<file path="src/rtl/glip_loopback_pkg.sv">
// Shared mode encoding for the GLIP loopback/traffic block.
package glip_loopback_pkg;

    typedef logic [1:0] mode_t;

    localparam mode_t MODE_LOOP  = 2'd0;
    localparam mode_t MODE_GEN   = 2'd1;
    localparam mode_t MODE_CHECK = 2'd2;

    // Encoding 3 is reserved and behaves as plain loopback.
    function automatic mode_t decode_mode(input logic [1:0] m);
        return (m == 2'd3) ? MODE_LOOP : mode_t'(m);
    endfunction

endpackage

</file>
<file path="src/rtl/glip_loopback_fifo.sv">
// First-word-fall-through synchronous FIFO.
// Ports: clk, rst (async active-low); push/push_data write side;
//        pop/pop_data read side (pop_data valid whenever !empty);
//        full, empty, fill (number of stored words).
module glip_loopback_fifo #(
    parameter int unsigned WIDTH = 16,
    parameter int unsigned DEPTH = 16
) (
    input  logic                       clk,
    input  logic                       rst,
    input  logic                       push,
    input  logic [WIDTH-1:0]           push_data,
    input  logic                       pop,
    output logic [WIDTH-1:0]           pop_data,
    output logic                       full,
    output logic                       empty,
    output logic [$clog2(DEPTH):0]     fill
);

    localparam int unsigned AW = $clog2(DEPTH);
    localparam int unsigned FW = AW + 1;

    logic [WIDTH-1:0] mem_q [DEPTH];
    logic [AW-1:0]    wr_ptr_q, wr_ptr_d;
    logic [AW-1:0]    rd_ptr_q, rd_ptr_d;
    logic [FW-1:0]    fill_q, fill_d;
    logic             push_ok, pop_ok;

    assign full  = (fill_q == FW'(DEPTH));
    assign empty = (fill_q == '0);
    assign fill  = fill_q;
    // Gated so the read port shows zero while nothing is stored (incl. reset).
    assign pop_data = empty ? '0 : mem_q[rd_ptr_q];

    // Next-state for pointers and occupancy; DEPTH is a power of two so pointers wrap naturally.
    always_comb begin
        push_ok  = push && !full;
        pop_ok   = pop && !empty;
        wr_ptr_d = wr_ptr_q;
        rd_ptr_d = rd_ptr_q;
        fill_d   = fill_q;
        if (push_ok) wr_ptr_d = wr_ptr_q + AW'(1);
        if (pop_ok)  rd_ptr_d = rd_ptr_q + AW'(1);
        fill_d = fill_q + FW'(push_ok) - FW'(pop_ok);
    end

    always_ff @(posedge clk or negedge rst) begin
        if (!rst) begin
            wr_ptr_q <= '0;
            rd_ptr_q <= '0;
            fill_q   <= '0;
        end else begin
            wr_ptr_q <= wr_ptr_d;
            rd_ptr_q <= rd_ptr_d;
            fill_q   <= fill_d;
        end
    end

    // Storage array; contents are don't-care until written.
    always_ff @(posedge clk) begin
        if (push_ok) mem_q[wr_ptr_q] <= push_data;
    end

endmodule

</file>
<file path="src/rtl/glip_loopback_buffer.sv">
// Loopback / pattern-generator / pattern-checker between GLIP fifo_in and fifo_out.
// Ports: clk, rst (async active-low); mode request;
//        in_data/in_valid/in_ready (from host); out_data/out_valid/out_ready (to host);
//        active_mode, fill, err_count (saturating), xfer_count (wrapping) for debug.
module glip_loopback_buffer
    import glip_loopback_pkg::*;
#(
    parameter int unsigned WIDTH = 16,
    parameter int unsigned DEPTH = 16,
    parameter int unsigned CNT_W = 32
) (
    input  logic                   clk,
    input  logic                   rst,
    input  logic [1:0]             mode,
    input  logic [WIDTH-1:0]       in_data,
    input  logic                   in_valid,
    output logic                   in_ready,
    output logic [WIDTH-1:0]       out_data,
    output logic                   out_valid,
    input  logic                   out_ready,
    output logic [1:0]             active_mode,
    output logic [$clog2(DEPTH):0] fill,
    output logic [15:0]            err_count,
    output logic [CNT_W-1:0]       xfer_count
);

    localparam int unsigned FW = $clog2(DEPTH) + 1;

    mode_t            active_mode_q, active_mode_d, req_mode;
    logic [WIDTH-1:0] gen_q, gen_d;
    logic [WIDTH-1:0] exp_q, exp_d;
    logic [15:0]      err_q, err_d;
    logic [CNT_W-1:0] xfer_q, xfer_d;
    logic             in_ready_c;
    logic             push, pop, full, empty;
    logic [WIDTH-1:0] push_data;
    logic [FW-1:0]    fifo_fill;

    glip_loopback_fifo #(
        .WIDTH (WIDTH),
        .DEPTH (DEPTH)
    ) u_fifo (
        .clk       (clk),
        .rst       (rst),
        .push      (push),
        .push_data (push_data),
        .pop       (pop),
        .pop_data  (out_data),
        .full      (full),
        .empty     (empty),
        .fill      (fifo_fill)
    );

    assign out_valid   = !empty;
    assign fill        = fifo_fill;
    assign active_mode = active_mode_q;
    assign err_count   = err_q;
    assign xfer_count  = xfer_q;
    // Held low in reset so every output reads zero.
    assign in_ready    = rst && in_ready_c;

    // Mode datapath, buffer control and counters.
    always_comb begin
        req_mode      = decode_mode(mode);
        in_ready_c    = 1'b0;
        push          = 1'b0;
        push_data     = in_data;
        pop           = !empty && out_ready;
        active_mode_d = active_mode_q;
        gen_d         = gen_q;
        exp_d         = exp_q;
        err_d         = err_q;
        xfer_d        = xfer_q;

        case (active_mode_q)
            MODE_GEN: begin
                // Generation pauses while another mode is requested, otherwise
                // the buffer would never drain and the switch could never happen.
                if (req_mode == MODE_GEN && !full) begin
                    push      = 1'b1;
                    push_data = gen_q;
                    gen_d     = gen_q + WIDTH'(1);
                end
            end
            MODE_CHECK: begin
                in_ready_c = 1'b1;
                if (in_valid) begin
                    if (in_data != exp_q && err_q != 16'hFFFF) err_d = err_q + 16'd1;
                    // Resynchronise on every word, matching or not.
                    exp_d = in_data + WIDTH'(1);
                end
            end
            default: begin
                in_ready_c = !full;
                push       = in_valid && !full;
            end
        endcase

        if (pop) xfer_d = xfer_q + CNT_W'(1);

        // Mode changes only take effect with an empty buffer and no word entering it.
        if (req_mode != active_mode_q && fifo_fill == '0 && !push) begin
            active_mode_d = req_mode;
            if (req_mode == MODE_GEN)   gen_d = '0;
            if (req_mode == MODE_CHECK) exp_d = '0;
        end
    end

    always_ff @(posedge clk or negedge rst) begin
        if (!rst) begin
            active_mode_q <= MODE_LOOP;
            gen_q         <= '0;
            exp_q         <= '0;
            err_q         <= '0;
            xfer_q        <= '0;
        end else begin
            active_mode_q <= active_mode_d;
            gen_q         <= gen_d;
            exp_q         <= exp_d;
            err_q         <= err_d;
            xfer_q        <= xfer_d;
        end
    end

endmodule

</file>
<file path="config.mk">
export PLATFORM = sky130hd
export DESIGN_NAME = glip_loopback_buffer
export DESIGN_NICKNAME = d
export VERILOG_FILES = /design/src/rtl/glip_loopback_pkg.sv /design/src/rtl/glip_loopback_fifo.sv /design/src/rtl/glip_loopback_buffer.sv
export SDC_FILE = /design/constraint.sdc
export NUM_CORES = 1
export LEC_CHECK = 0
export ABC_AREA = 1
export ABC_CLOCK_PERIOD_IN_PS = 7500
export BUFFER_PORTS_ARGS = -buffer_cell sky130_fd_sc_hd__clkbuf_2
export CAP_MARGIN = 20
export CORE_ASPECT_RATIO = 2
export CORE_MARGIN = 2
export CORE_UTILIZATION = 55
export DETAILED_ROUTE_END_ITERATION = 8
export PLACE_DENSITY = 0.73
export SLEW_MARGIN = 20
export SYNTH_ARGS = -nofsm -noshare
export SYNTH_HDL_FRONTEND = slang
export SYNTH_HIERARCHICAL = 1
export SYNTH_SLANG_ARGS = --single-unit
</file>
<file path="constraint.sdc">
create_clock -name clk -period 7.5 [get_ports clk]
set_input_delay 1.5 -clock clk [delete_from_list [all_inputs] [get_ports clk]]
set_output_delay 1.5 -clock clk [all_outputs]
set_load 0.05 [all_outputs]
</file>
==> PnR_summary.wiki, run 1 <==
{| class="wikitable"
! Metric !! Value
|-
| Worst slack at placement || around 2800 ps
|-
| Total CTS buffers || 30
|-
| Post-Synthesis Mean Instance Area || ~9.5 sq um
|-
| Post-route minimum period || 5350 ps
|-
| Combinational family with the most area after synthesis || simple AND/OR/NAND/NOR gates
|-
| Ant. Diodes || 0
|-
| Type of the most critical hold path || reg -> reg
|-
| Highest clock rate || between 0.15 and 0.2 GHz
|-
| Insertion delay to the later sink of the worst-skew pair || 570 ps
|-
| Resize count post-CTS || 0
|-
| Yosys warning count || 6
|-
| Sequential area share after synthesis || 0.616
|-
| Final non-filler cell area || 18200 sq um
|-
| Number of placed instances, taps included || around 2200
|-
| WP buf/inv || 3
|-
| Die boundary width || approximately 130 microns
|-
| Kind of end point of the critical path || output pin
|-
| Non-filler cells, final || about 2200
|-
| Overflow left after global routing || 0
|-
| Kind of cell with the highest combined delay on the critical path || buffers and inverters
|-
| Weighted congestion at the end of routability-driven global placement || 0.918
|-
| Synth Net Count || 1764
|-
| Max capacitance violation total || 0
|-
| Data required, critical path || around 6000 ps
|-
| Post-DR wirelength/cell || around 18 microns
|-
| Compound-gate portion of the synthesized area || 0.0222
|-
| Fraction of synthesized area in multiplexers || 0
|-
| Cell seen most often among critical-path stages || sky130_fd_sc_hd__nand2_1
|-
| Syn Std Cell Area || roughly 16000 sq um
|-
| CTS sink cnt || ~350
|-
| Slew of the pin with the lowest slew margin || approximately 1000 ps
|-
| Hold Violations, Final || 0
|-
| Minimum setup slack in the final design || roughly 2100 ps
|-
| Synthesized instance count || ~1700
|-
| WHS || 527 ps
|-
| DRC violation count after routing || 0
|-
| Vias in the first global route || ~12000
|-
| Count of TritonRoute iterations in the first routing pass || 5
|-
| Detailed Route WL || between 40000 and 50000 microns
|-
| Yosys cell types || 34
|-
| Area share of the largest cell type after synthesis || 0.470
|-
| Number of antenna violations at the first check in global routing || 0
|-
| Filler Cell Count || about 2400
|-
| Total global-route track usage || 0.262
|-
| Power Density || 374 nW/um^2
|-
| Core occupancy in the finished layout || 0.620
|-
| Critical path type || reg -> out
|-
| Ratio of final minimum period to clock period || 0.714
|-
| Slowest cell on crit path || sky130_fd_sc_hd__clkinv_2
|-
| Total power draw || 6.82 mW
|-
| Arrival time worst endpoint || between 3000 and 4000 ps
|-
| Reg clk slew, reported paths || 70 ps
|-
| Number of buffers inserted by port buffering || 94
|-
| Count of final max-slew check failures || 0
|-
| Total leakage power || around 7.7 nW
|-
| Worst ir drop on vdd || about 0.00024 V
|-
| Largest net degree at the start of global routing || 82
|-
| Remaining antenna violation count after routing || 0
|-
| Detailed-route vias per instance || 5.56
|-
| Number of setup buffers added after CTS || 0
|-
| Cell chosen for the clock root || sky130_fd_sc_hd__clkbuf_16
|-
| Number of DRC violations after detailed-routing iteration 0 || between 900 and 1000
|-
| Site Rows || between 80 and 90
|-
| Routed vias || 12271
|-
| Overall die height || about 250 microns
|-
| RSZ-0062 raised after global routing || no
|-
| Maximum root-to-sink buffer count || 3
|-
| Main area contributors after synthesis || sky130_fd_sc_hd__edfxtp_1 (47%), sky130_fd_sc_hd__dfrtp_1 (15%), sky130_fd_sc_hd__nand2_1 (14%)
|-
| CTS hold repair buffers || 0
|-
| Placed instance area || between 15000 and 20000 sq um
|-
| Layout Skew || 11.0 ps
|-
| Number of nets at the end of the flow || about 1900
|-
| Multi-input gate area || about 5500 sq um
|-
| Startpoint class of the critical path || register
|-
| Delay of the slowest cell on the worst path || roughly 900 ps
|-
| Core Footprint || between 20000 and 30000 sq um
|-
| Final number of setup-violating endpoints || 0
|-
| Cell type contributing the most total cell area after synthesis || sky130_fd_sc_hd__edfxtp_1
|-
| Status || finished, final reports clean
|-
| Synthesized-area fraction occupied by and/or/nand/nor cells || 0.268
|-
| Cell breakdown of the critical path || clkinv_2 > buf_4 > nand2_1 > nand3_1 > nand3_1 > nand2_1 > nand2_1 > a21oi_1 > clkbuf_2
|-
| Critical path fanouts, max || 68
|-
| Max-slew headroom || 0.334
|-
| Area taken by flip-flops and latches || a little over 10000 sq um
|-
| XOR/XNOR share of the synthesized area || 0.0284
|-
| Clock tree from TritonCTS || yes
|-
| First-pass GRT wire length || 63600 microns
|-
| Max H-tree Level || 1
|-
| Adder-cell area share of the yosys netlist || 0.0142
|-
| Dpl hpwl || 26200 microns
|-
| Area growth syn-to-layout || 11.5%
|-
| Setup slack, reg-to-reg || around 3700 ps
|-
| Effective utilization at floorplan || 0.556
|-
| Number of register bits inferred by synthesis || between 300 and 400
|-
| I/O Pins || 95
|-
| Area of the die || 31200 sq um
|-
| Proportion of layout cells with a drive suffix above 1 || 0.117
|-
| Setup TNS || 0 ps
|}
==> layer usage <==
layer | part of all wire | vias up | GRT usage
li1 | - | 5868 | -
met1 | 0.34 | 5807 | 0.281
met2 | 0.55 | 502 | 0.498
met3 | 0.068 | 94 | 0.0362
met4 | 0.037 | 0 | 0.127
met5 | 0 | - | 0
==> final timing paths <==
kind                               startpoint              to  cells past startpoint
max in group asynchronous                 rst       exp_q[11]                      2
setup reg to reg               u_fifo/fill[3]  u_fifo/fill[4]                     17
hold reg to reg                xfer_count[10]  xfer_count[10]                      1
min in group asynchronous                 rst  xfer_count[25]                      1
hold / removal                 xfer_count[10]  xfer_count[10]                      1
setup / recovery           u_fifo/rd_ptr_q[0]     out_data[2]                      9
==> power breakdown <==
group	total [mW]	internal, mW	switching (mW)
Sequential	2.59	2.37	0.219
Combinational	2.66	0.692	1.96
Clock	1.57	0.865	0.703
==> logic make-up after synthesis <==
| logic type | count (synthesis) |
|---|---|
| and+or+nand+nor | 1043 |
| buffers and inverters | 188 |
| AOI/OAI and AO/OA | 71 |
| DFF | 351 |
| xor gates and xnor gates | 53 |
| adders and majority gates | 18 |
==> flip-flops by register name, summed over array words and instances, names as in the netlist <==
register         flops
u_fifo/mem_q       256
xfer_count          32
u_fifo/fill          5
exp_q               16
u_fifo/wr_ptr_q      4
active_mode          2
err_count           16
u_fifo/rd_ptr_q      4
gen_q               16
==> layout by cell type (no fill, tap or decap), drive strengths merged, types with 9 or more instances in the layout <==
master / n
xnor2: 24
dfrtp: 95
ha: 17
nor3: 9
o21ai: 39
nand2: 616
xor2: 29
clkinv: 16
nand4: 16
inv: 120
clkbuf: 127
buf: 36
nand3: 252
a21oi: 28
edfxtp: 256
nor2: 138
==> cells in the mapped netlist <==
library cell / count
sky130_fd_sc_hd__clkbuf_1: 11
sky130_fd_sc_hd__nand3b_1: 5
sky130_fd_sc_hd__nor2_4: 2
sky130_fd_sc_hd__nand3_1: 251
sky130_fd_sc_hd__o21ai_0: 39
sky130_fd_sc_hd__nor2_1: 130
sky130_fd_sc_hd__fa_1: 1
sky130_fd_sc_hd__buf_6: 2
sky130_fd_sc_hd__buf_4: 16
sky130_fd_sc_hd__nand2_8: 1
sky130_fd_sc_hd__buf_1: 4
sky130_fd_sc_hd__buf_12: 1
sky130_fd_sc_hd__edfxtp_1: 256
sky130_fd_sc_hd__o21bai_1: 1
sky130_fd_sc_hd__a31oi_1: 2
sky130_fd_sc_hd__nor3_1: 9
sky130_fd_sc_hd__ha_1: 17
sky130_fd_sc_hd__o21a_1: 1
sky130_fd_sc_hd__clkbuf_8: 1
sky130_fd_sc_hd__xor2_1: 29
sky130_fd_sc_hd__inv_1: 119
sky130_fd_sc_hd__nand4_1: 16
sky130_fd_sc_hd__or2_2: 2
sky130_fd_sc_hd__xnor2_1: 24
sky130_fd_sc_hd__inv_2: 1
sky130_fd_sc_hd__a21oi_1: 28
sky130_fd_sc_hd__and2_1: 5
sky130_fd_sc_hd__nor2_2: 6
sky130_fd_sc_hd__buf_2: 31
sky130_fd_sc_hd__dfrtp_1: 95
sky130_fd_sc_hd__clkinv_1: 2
sky130_fd_sc_hd__nand3_2: 1
sky130_fd_sc_hd__nand2_2: 4
sky130_fd_sc_hd__nand2_1: 611
==> final cells by class <==
type | instances | share of cell area
flip-flops and latches | 351 | 0.552
multi-input cells | 1185 | 0.302
clock buffers | 34 | 0.0432
repair buffers | 129 | 0.0404
inverters | 122 | 0.0252
well taps | 364 | 0.0250
clock inverters | 22 | 0.0115
(Power assumes the default switching activity.)
==> run 2, diff against run 1 <==
Settings changed: ABC_AREA 1 to 0, ABC_CLOCK_PERIOD_IN_PS 7500 to 5270.
Clock period 7.5 ns to 5.27 ns, I/O delays scaled along.
==> run 2 against run 1 <==
- clock skew is 4.8 ps higher
- utilization is 0.41 points higher
- sequential share of layout area is 4.7 points higher
- final area is 7.9% lower
- clock power is 40% higher
- worst hold slack worse by 120 ps
- non-clock buffer count is 20 lower
- largest cell class unchanged
- highest routed layer unchanged
==> PnR_summary.wiki, run 2 <==
{| class="wikitable"
! Metric !! Value
|-
| Multi-input gate area || 4620 sq um
|-
| Total leakage power || between 6 and 7 nW
|-
| Data required, critical path || approximately 4200 ps
|-
| Setup TNS || 0 ps
|-
| Area growth syn-to-layout || 11.8%
|-
| Max capacitance violation total || 0
|-
| Ant. Diodes || 0
|-
| Critical path type || reg -> out
|-
| Max H-tree Level || 1
|-
| Number of buffers inserted by port buffering || between 90 and 100
|-
| CTS sink cnt || roughly 350
|-
| Clock tree from TritonCTS || yes
|-
| I/O Pins || 95
|-
| Core Footprint || between 20000 and 30000 sq um
|-
| Yosys warning count || 6
|-
| Setup slack, reg-to-reg || approximately 1800 ps
|-
| Vias in the first global route || a little under 9000
|-
| Proportion of layout cells with a drive suffix above 1 || 0.216
|-
| Core occupancy in the finished layout || 0.624
|-
| Kind of end point of the critical path || output pin
|-
| Most used cells in the layout excluding fill and tap cells || sky130_fd_sc_hd__edfxtp_1 (256), sky130_fd_sc_hd__dfrtp_1 (93), sky130_fd_sc_hd__clkbuf_2 (93)
|-
| Yosys cell types || 46
|-
| Insertion delay to the later sink of the worst-skew pair || around 560 ps
|-
| Number of setup buffers added after CTS || 0
|-
| Reg clk slew, reported paths || roughly 70 ps
|-
| Filler Cell Count || between 1500 and 2000
|-
| Cell chosen for the clock root || sky130_fd_sc_hd__clkbuf_16
|-
| Remaining antenna violation count after routing || 0
|-
| Post-DR wirelength/cell || approximately 22 microns
|-
| Layout Skew || about 16 ps
|-
| Total global-route track usage || 0.223
|-
| Cell type contributing the most total cell area after synthesis || sky130_fd_sc_hd__edfxtp_1
|-
| Final number of setup-violating endpoints || 0
|-
| Total CTS buffers || 29
|-
| Effective utilization at floorplan || 0.558
|-
| FFs w/ async S/R, synth || 0.271
|-
| Critical R2R Capture || u_fifo/fill[4]
|-
| Most common library cell in the layout ignoring fill and taps || sky130_fd_sc_hd__edfxtp_1
|-
| Ratio of final minimum period to clock period || 0.777
|-
| DRC violation count after routing || 0
|-
| Synthesized-area fraction occupied by and/or/nand/nor cells || 0.0976
|-
| Most frequent cells after synthesis || sky130_fd_sc_hd__edfxtp_1 (256), sky130_fd_sc_hd__dfrtp_1 (95), sky130_fd_sc_hd__nand2_1 (82), sky130_fd_sc_hd__xnor2_1 (65), sky130_fd_sc_hd__mux4_2 (64)
|-
| Number of antenna violations at the first check in global routing || 0
|-
| WHS || roughly 410 ps
|-
| Main area contributors after synthesis || sky130_fd_sc_hd__edfxtp_1 (51%), sky130_fd_sc_hd__dfrtp_1 (16%), sky130_fd_sc_hd__mux4_2 (9.6%)
|-
| Fraction of synthesized area in multiplexers || 0.110
|-
| Number of DRC violations after detailed-routing iteration 0 || roughly 580
|-
| Die boundary width || between 100 and 150 microns
|-
| Register containing the most flip-flops in the final layout || u_fifo/mem_q
|-
| Synth Net Count || 1000
|-
| Number of nets at the end of the flow || ~1100
|-
| Critical path fanouts, max || 40
|-
| Detailed-route vias per instance || 5.85
|-
| Overall die height || ~240 microns
|-
| Area of the die || roughly 29000 sq um
|-
| Startpoint class of the critical path || register
|-
| Post-Synthesis Mean Instance Area || 15.6 sq um
|-
| Power Density || ~530 nW/um^2
|-
| CTS hold repair buffers || 0
|-
| Dpl hpwl || about 21000 microns
|-
| Detailed Route WL || between 30000 and 40000 microns
|-
| Weighted congestion at the end of routability-driven global placement || roughly 0.82
|-
| First-pass GRT wire length || approximately 49000 microns
|-
| Total power draw || 8.97 mW
|-
| RSZ-0062 raised after global routing || no
|-
| Adder-cell area share of the yosys netlist || 0.0155
|-
| Hold Violations, Final || 0
|-
| Most numerous cell in the Yosys netlist || sky130_fd_sc_hd__edfxtp_1
|-
| Count of final max-slew check failures || 0
|-
| Count of TritonRoute iterations in the first routing pass || 5
|-
| Status || finished, final reports clean
|-
| Number of register bits inferred by synthesis || 351
|-
| Post-synth top flop || sky130_fd_sc_hd__edfxtp_1
|-
| EDFF count, synth || roughly 260
|-
| Overflow left after global routing || 0
|-
| Highest clock rate || ~0.24 GHz
|-
| Maximum root-to-sink buffer count || 3
|-
| Combinational family with the most area after synthesis || multiplexers
|-
| Sequential area share after synthesis || 0.670
|-
| Syn Std Cell Area || ~15000 sq um
|-
| Type of the most critical hold path || in -> async
|-
| Synthesized instance count || 960
|-
| Logic depth of the worst register-to-register path || 15
|-
| Post-route minimum period || roughly 4000 ps
|-
| Area share of the largest cell type after synthesis || 0.512
|-
| Reg-to-Reg Start || u_fifo/fill[2]
|-
| Arrival time worst endpoint || 3040 ps
|-
| Slew of the pin with the lowest slew margin || approximately 1100 ps
|-
| Resize count post-CTS || 0
|-
| Compound-gate portion of the synthesized area || 0.0242
|-
| XOR/XNOR share of the synthesized area || 0.0589
|-
| Largest net degree at the start of global routing || between 70 and 80
|-
| Non-filler cells, final || ~1400
|-
| Number of placed instances, taps included || around 1400
|-
| Worst ir drop on vdd || between 0.0003 and 0.0004 V
|-
| Routed vias || 8326
|-
| Largest register FFs || roughly 260
|-
| Site Rows || 85
|-
| Area taken by flip-flops and latches || slightly above 10000 sq um
|-
| Max-slew headroom || 0.273
|}
-- run 2: changes by cell type in the layout (fill, tap and decap cells not counted), moves of 41 or more --
cell                      previous run  this run
sky130_fd_sc_hd__inv_1             118        24
sky130_fd_sc_hd__mux4_2              0        64
sky130_fd_sc_hd__nand2_1           611        82
sky130_fd_sc_hd__nand3_1           251        55
sky130_fd_sc_hd__nor2_1            114        44
sky130_fd_sc_hd__xnor2_1            24        65
-- run 2: worst max path at each step --
stage,from,to,slack [ps]
2_1_floorplan,u_fifo/fill[3],u_fifo/fill[4],1820
3_3_place_gp,u_fifo/rd_ptr_q[0],out_data[4],1730
3_5_place_dp,mode[1],u_fifo/mem_q[5][4],1690
4_1_cts,u_fifo/rd_ptr_q[0],out_data[4],1060
5_1_grt,u_fifo/rd_ptr_q[0],out_data[4],940
6_report,u_fifo/rd_ptr_q[0],out_data[4],1170
-- run 2: area by class of cell --
type / count / area share
Sequential cell: 351 / 0.600
Multi-Input combinational cell: 538 / 0.275
Tap cell: 348 / 0.0259
Clock buffer: 38 / 0.0476
Timing Repair Buffer: 109 / 0.0356
Inverter: 24 / 0.00536
Clock inverter: 15 / 0.0107
-- run 2: logic make-up (layout without fill, tap and decap cells) --
| family | Yosys count | in the layout |
|---|---|---|
| fa+ha+maj | 18 | 18 |
| simple gates | 288 | 288 |
| compound gates | 46 | 46 |
| xor+xnor | 101 | 101 |
| buf+inv | 71 | 186 |
| mux | 85 | 85 |
| flops | 351 | 351 |
-- run 2: metrics by stage --
| step | cell area, sq um | setup slack [ps] |
|---|---|---|
| detailed placement | 15800 | 1690 |
| global route | 16800 | 939 |
| floorplan | 15000 | 1820 |
| global placement | 15800 | 1730 |
| CTS | 16800 | 1060 |
| finish | 16800 | 1170 |
-- run 2: per-layer routing --
layer  wire length, microns  vias to the layer above  GRT usage
met4                   1230                        0     0.0934
met3                   1300                       66     0.0223
met1                  11400                     4237      0.263
met5                      0                        -          0
li1                       -                     3792          -
met2                  17300                      231      0.411
-- run 2: worst max-delay path: stages (launching register included) --
cell                       delay [ps]
sky130_fd_sc_hd__dfrtp_4          960
sky130_fd_sc_hd__buf_12           340
sky130_fd_sc_hd__mux4_2           560
sky130_fd_sc_hd__mux2i_1          220
sky130_fd_sc_hd__o211ai_1         110
sky130_fd_sc_hd__clkbuf_2         250
-- run 2: power by group --
part / switching (mW) / internal [mW] / total (mW)
clock: 0.938 / 1.26 / 2.20
sequential: 0.375 / 3.39 / 3.77
combinational: 1.88 / 1.12 / 3.00
==> run 3, diff against run 2 <==
Settings changed: ABC_AREA 0 to 1, ABC_CLOCK_PERIOD_IN_PS 5270 to 3700, PLACE_DENSITY 0.73 to 0.76.
Clock period 5.27 ns to 3.7 ns, I/O delays scaled along.
==> run 3 against run 2 <==
- register-to-register slack worse by 1000 ps
- worst setup slack got worse by 910 ps
- die area increased by 8.6%
- sequential share of layout area shrank 5.3 points
- clock power grew 40%
- final area is 9.7% higher
- highest routed layer unchanged
==> PnR_summary.wiki, run 3 (synthesized netlist as in run 1, its figures left out) <==
{| class="wikitable"
! Metric !! Value
|-
| Final number of setup-violating endpoints || 0
|-
| Non-filler cells, final || around 2200
|-
| Critical R2R Capture || u_fifo/fill[4]
|-
| Area of the die || 31200 sq um
|-
| Core Footprint || ~29000 sq um
|-
| Routed vias || approximately 12000
|-
| Arrival time worst endpoint || around 2700 ps
|-
| Vias in the first global route || 12287
|-
| Power Density || around 750 nW/um^2
|-
| Critical path type || reg -> out
|-
| Combinational power share || 0.408
|-
| Clock tree from TritonCTS || yes
|-
| Cell chosen for the clock root || sky130_fd_sc_hd__clkbuf_16
|-
| Final non-filler cell area || about 18000 sq um
|-
| First-pass GRT wire length || approximately 63000 microns
|-
| Overall die height || about 250 microns
|-
| Worst ir drop on vdd || 0.000442 V
|-
| Core occupancy in the finished layout || 0.627
|-
| Insertion delay to the later sink of the worst-skew pair || 560 ps
|-
| Top layer reached by signal wires || met4
|-
| Critical path fanouts, max || 130
|-
| Die boundary width || approximately 130 microns
|-
| Area growth syn-to-layout || 12.7%
|-
| Max capacitance violation total || 0
|-
| Reg-to-Reg Start || u_fifo/fill[2]
|-
| Largest register FFs || 256
|-
| Total global-route track usage || 0.257
|-
| Number of antenna violations at the first check in global routing || 1
|-
| Max-slew headroom || 0.374
|-
| Clk pwr share || 0.222
|-
| Count of TritonRoute iterations in the first routing pass || 5
|-
| Maximum root-to-sink buffer count || 3
|-
| Highest clock rate || around 0.29 GHz
|-
| Post-Route M1 WL || approximately 14000 microns
|-
| Cell internal pwr || ~8.1 mW
|-
| Type of the most critical hold path || in -> async
|-
| Status || finished, final reports clean
|-
| Routed wire length on met2 || 21800 microns
|-
| Number of setup buffers added after CTS || 0
|-
| Startpoint class of the critical path || register
|-
| Layout Skew || 13.7 ps
|-
| Slew of the pin with the lowest slew margin || 939 ps
|-
| DRC violation count after routing || 0
|-
| Logic depth of the worst register-to-register path || 16
|-
| Dpl hpwl || between 20000 and 30000 microns
|-
| Post-DR wirelength/cell || around 18 microns
|-
| Proportion of layout cells with a drive suffix above 1 || 0.122
|-
| Effective utilization at floorplan || 0.556
|-
| Number of placed instances, taps included || about 2200
|-
| Kind of end point of the critical path || output pin
|-
| Amount of wire on met3 after detailed routing || 2440 microns
|-
| Setup slack, reg-to-reg || approximately 780 ps
|-
| Resize count post-CTS || 0
|-
| Data required, critical path || about 3000 ps
|-
| Weighted congestion at the end of routability-driven global placement || a little under 0.9
|-
| Count of final max-slew check failures || 0
|-
| Net load switching power || about 5.8 mW
|-
| Post-route minimum period || 3440 ps
|-
| Most common library cell in the layout ignoring fill and taps || sky130_fd_sc_hd__nand2_1
|-
| Remaining antenna violation count after routing || 0
|-
| Total CTS buffers || 28
|-
| Number of buffers inserted by port buffering || 94
|-
| Largest net degree at the start of global routing || approximately 130
|-
| CTS hold repair buffers || 0
|-
| Max H-tree Level || 1
|-
| Detailed-route vias per instance || about 5.6
|-
| Register containing the most flip-flops in the final layout || u_fifo/mem_q
|-
| Reg clk slew, reported paths || about 70 ps
|-
| Number of nets at the end of the flow || between 1500 and 2000
|-
| Total leakage power || between 7 and 8 nW
|-
| Overflow left after global routing || 0
|-
| Most used cells in the layout excluding fill and tap cells || sky130_fd_sc_hd__nand2_1 (611), sky130_fd_sc_hd__edfxtp_1 (256), sky130_fd_sc_hd__nand3_1 (251)
|-
| Setup TNS || 0 ps
|-
| Placed instance area || roughly 17000 sq um
|-
| CTS sink cnt || 351
|-
| Ratio of final minimum period to clock period || 0.930
|-
| Share of total power in sequential cells || 0.370
|-
| I/O Pins || between 90 and 100
|-
| Number of DRC violations after detailed-routing iteration 0 || between 900 and 1000
|-
| WHS || ~85 ps
|-
| Site Rows || around 90
|-
| Detailed Route WL || ~40000 microns
|-
| Sw frac || 0.420
|-
| RSZ-0062 raised after global routing || no
|-
| Hold Violations, Final || 0
|}
## run 3: changes by cell type in the layout (fill, tap and decap cells not counted), sizes merged, moves of 16 or more
cell    delta
nand2    +534
nand3    +197
inv       +95
nor2      +94
mux4      -64
buf       +41
xnor2     -41
o21ai     +34
a21oi     +22
mux2i     -17
a211oi    -16
o211ai    -16
## run 3: worst max-delay path by stage
| stage | start | endpoint | depth (start not counted) |
|---|---|---|---|
| floorplan | u_fifo/fill[2] | u_fifo/fill[4] | 18 |
| global placement | mode[1] | u_fifo/fill[4] | 15 |
| detailed placement | mode[1] | u_fifo/fill[4] | 15 |
| CTS | u_fifo/rd_ptr_q[0] | out_data[4] | 9 |
| global route | u_fifo/rd_ptr_q[0] | out_data[3] | 9 |
| finish | u_fifo/rd_ptr_q[0] | out_data[3] | 8 |
## run 3: metal layers
metal	track usage	vias up
met5	0	-
met4	0.128	0
met3	0.0334	128
met2	0.486	492
met1	0.280	5927
li1	-	5898
## run 3: worst max-delay path: stages, from the launching register on
cell and delay (ps):
sky130_fd_sc_hd__dfrtp_4 440, sky130_fd_sc_hd__buf_12 420, sky130_fd_sc_hd__nand2_1 150, sky130_fd_sc_hd__nand3_1 140, sky130_fd_sc_hd__nand3_1 70, sky130_fd_sc_hd__nand2_1 100, sky130_fd_sc_hd__nand2_1 70, sky130_fd_sc_hd__a21oi_1 290
sky130_fd_sc_hd__clkbuf_2 340
## run 3: stage by stage
| stage | power, mW | worst slack, ps |
|---|---|---|
| after detailed placement | 10.9 | 751 |
| after global routing | 14.7 | 128 |
| after floorplan | 9.26 | 174 |
| final | 13.9 | 260 |
| after global placement | 10.7 | 847 |
| after CTS | 14.0 | 242 |
## run 3: final cells by class
| type | instances | area (sq um) |
|---|---|---|
| flip-flops and latches | 351 | 10100 |
| clock buffers | 34 | 744 |
| repair buffers | 150 | 1010 |
| clock inverters | 18 | 203 |
| diodes | 1 | 2.50 |
| fillers | 2371 | 11000 |
| multi-input cells | 1185 | 5480 |
| well taps | 364 | 455 |
| inverters | 122 | 459 |
## run 3: power groups by stage
stage	Sequential, mW	Clock [mW]	Combinational (mW)
floorplan	5.51	0	3.75
global placement	5.19	0	5.54
detailed placement	5.22	0	5.67
CTS	5.14	3.13	5.71
global route	5.20	3.25	6.23
finish	5.14	3.08	5.68
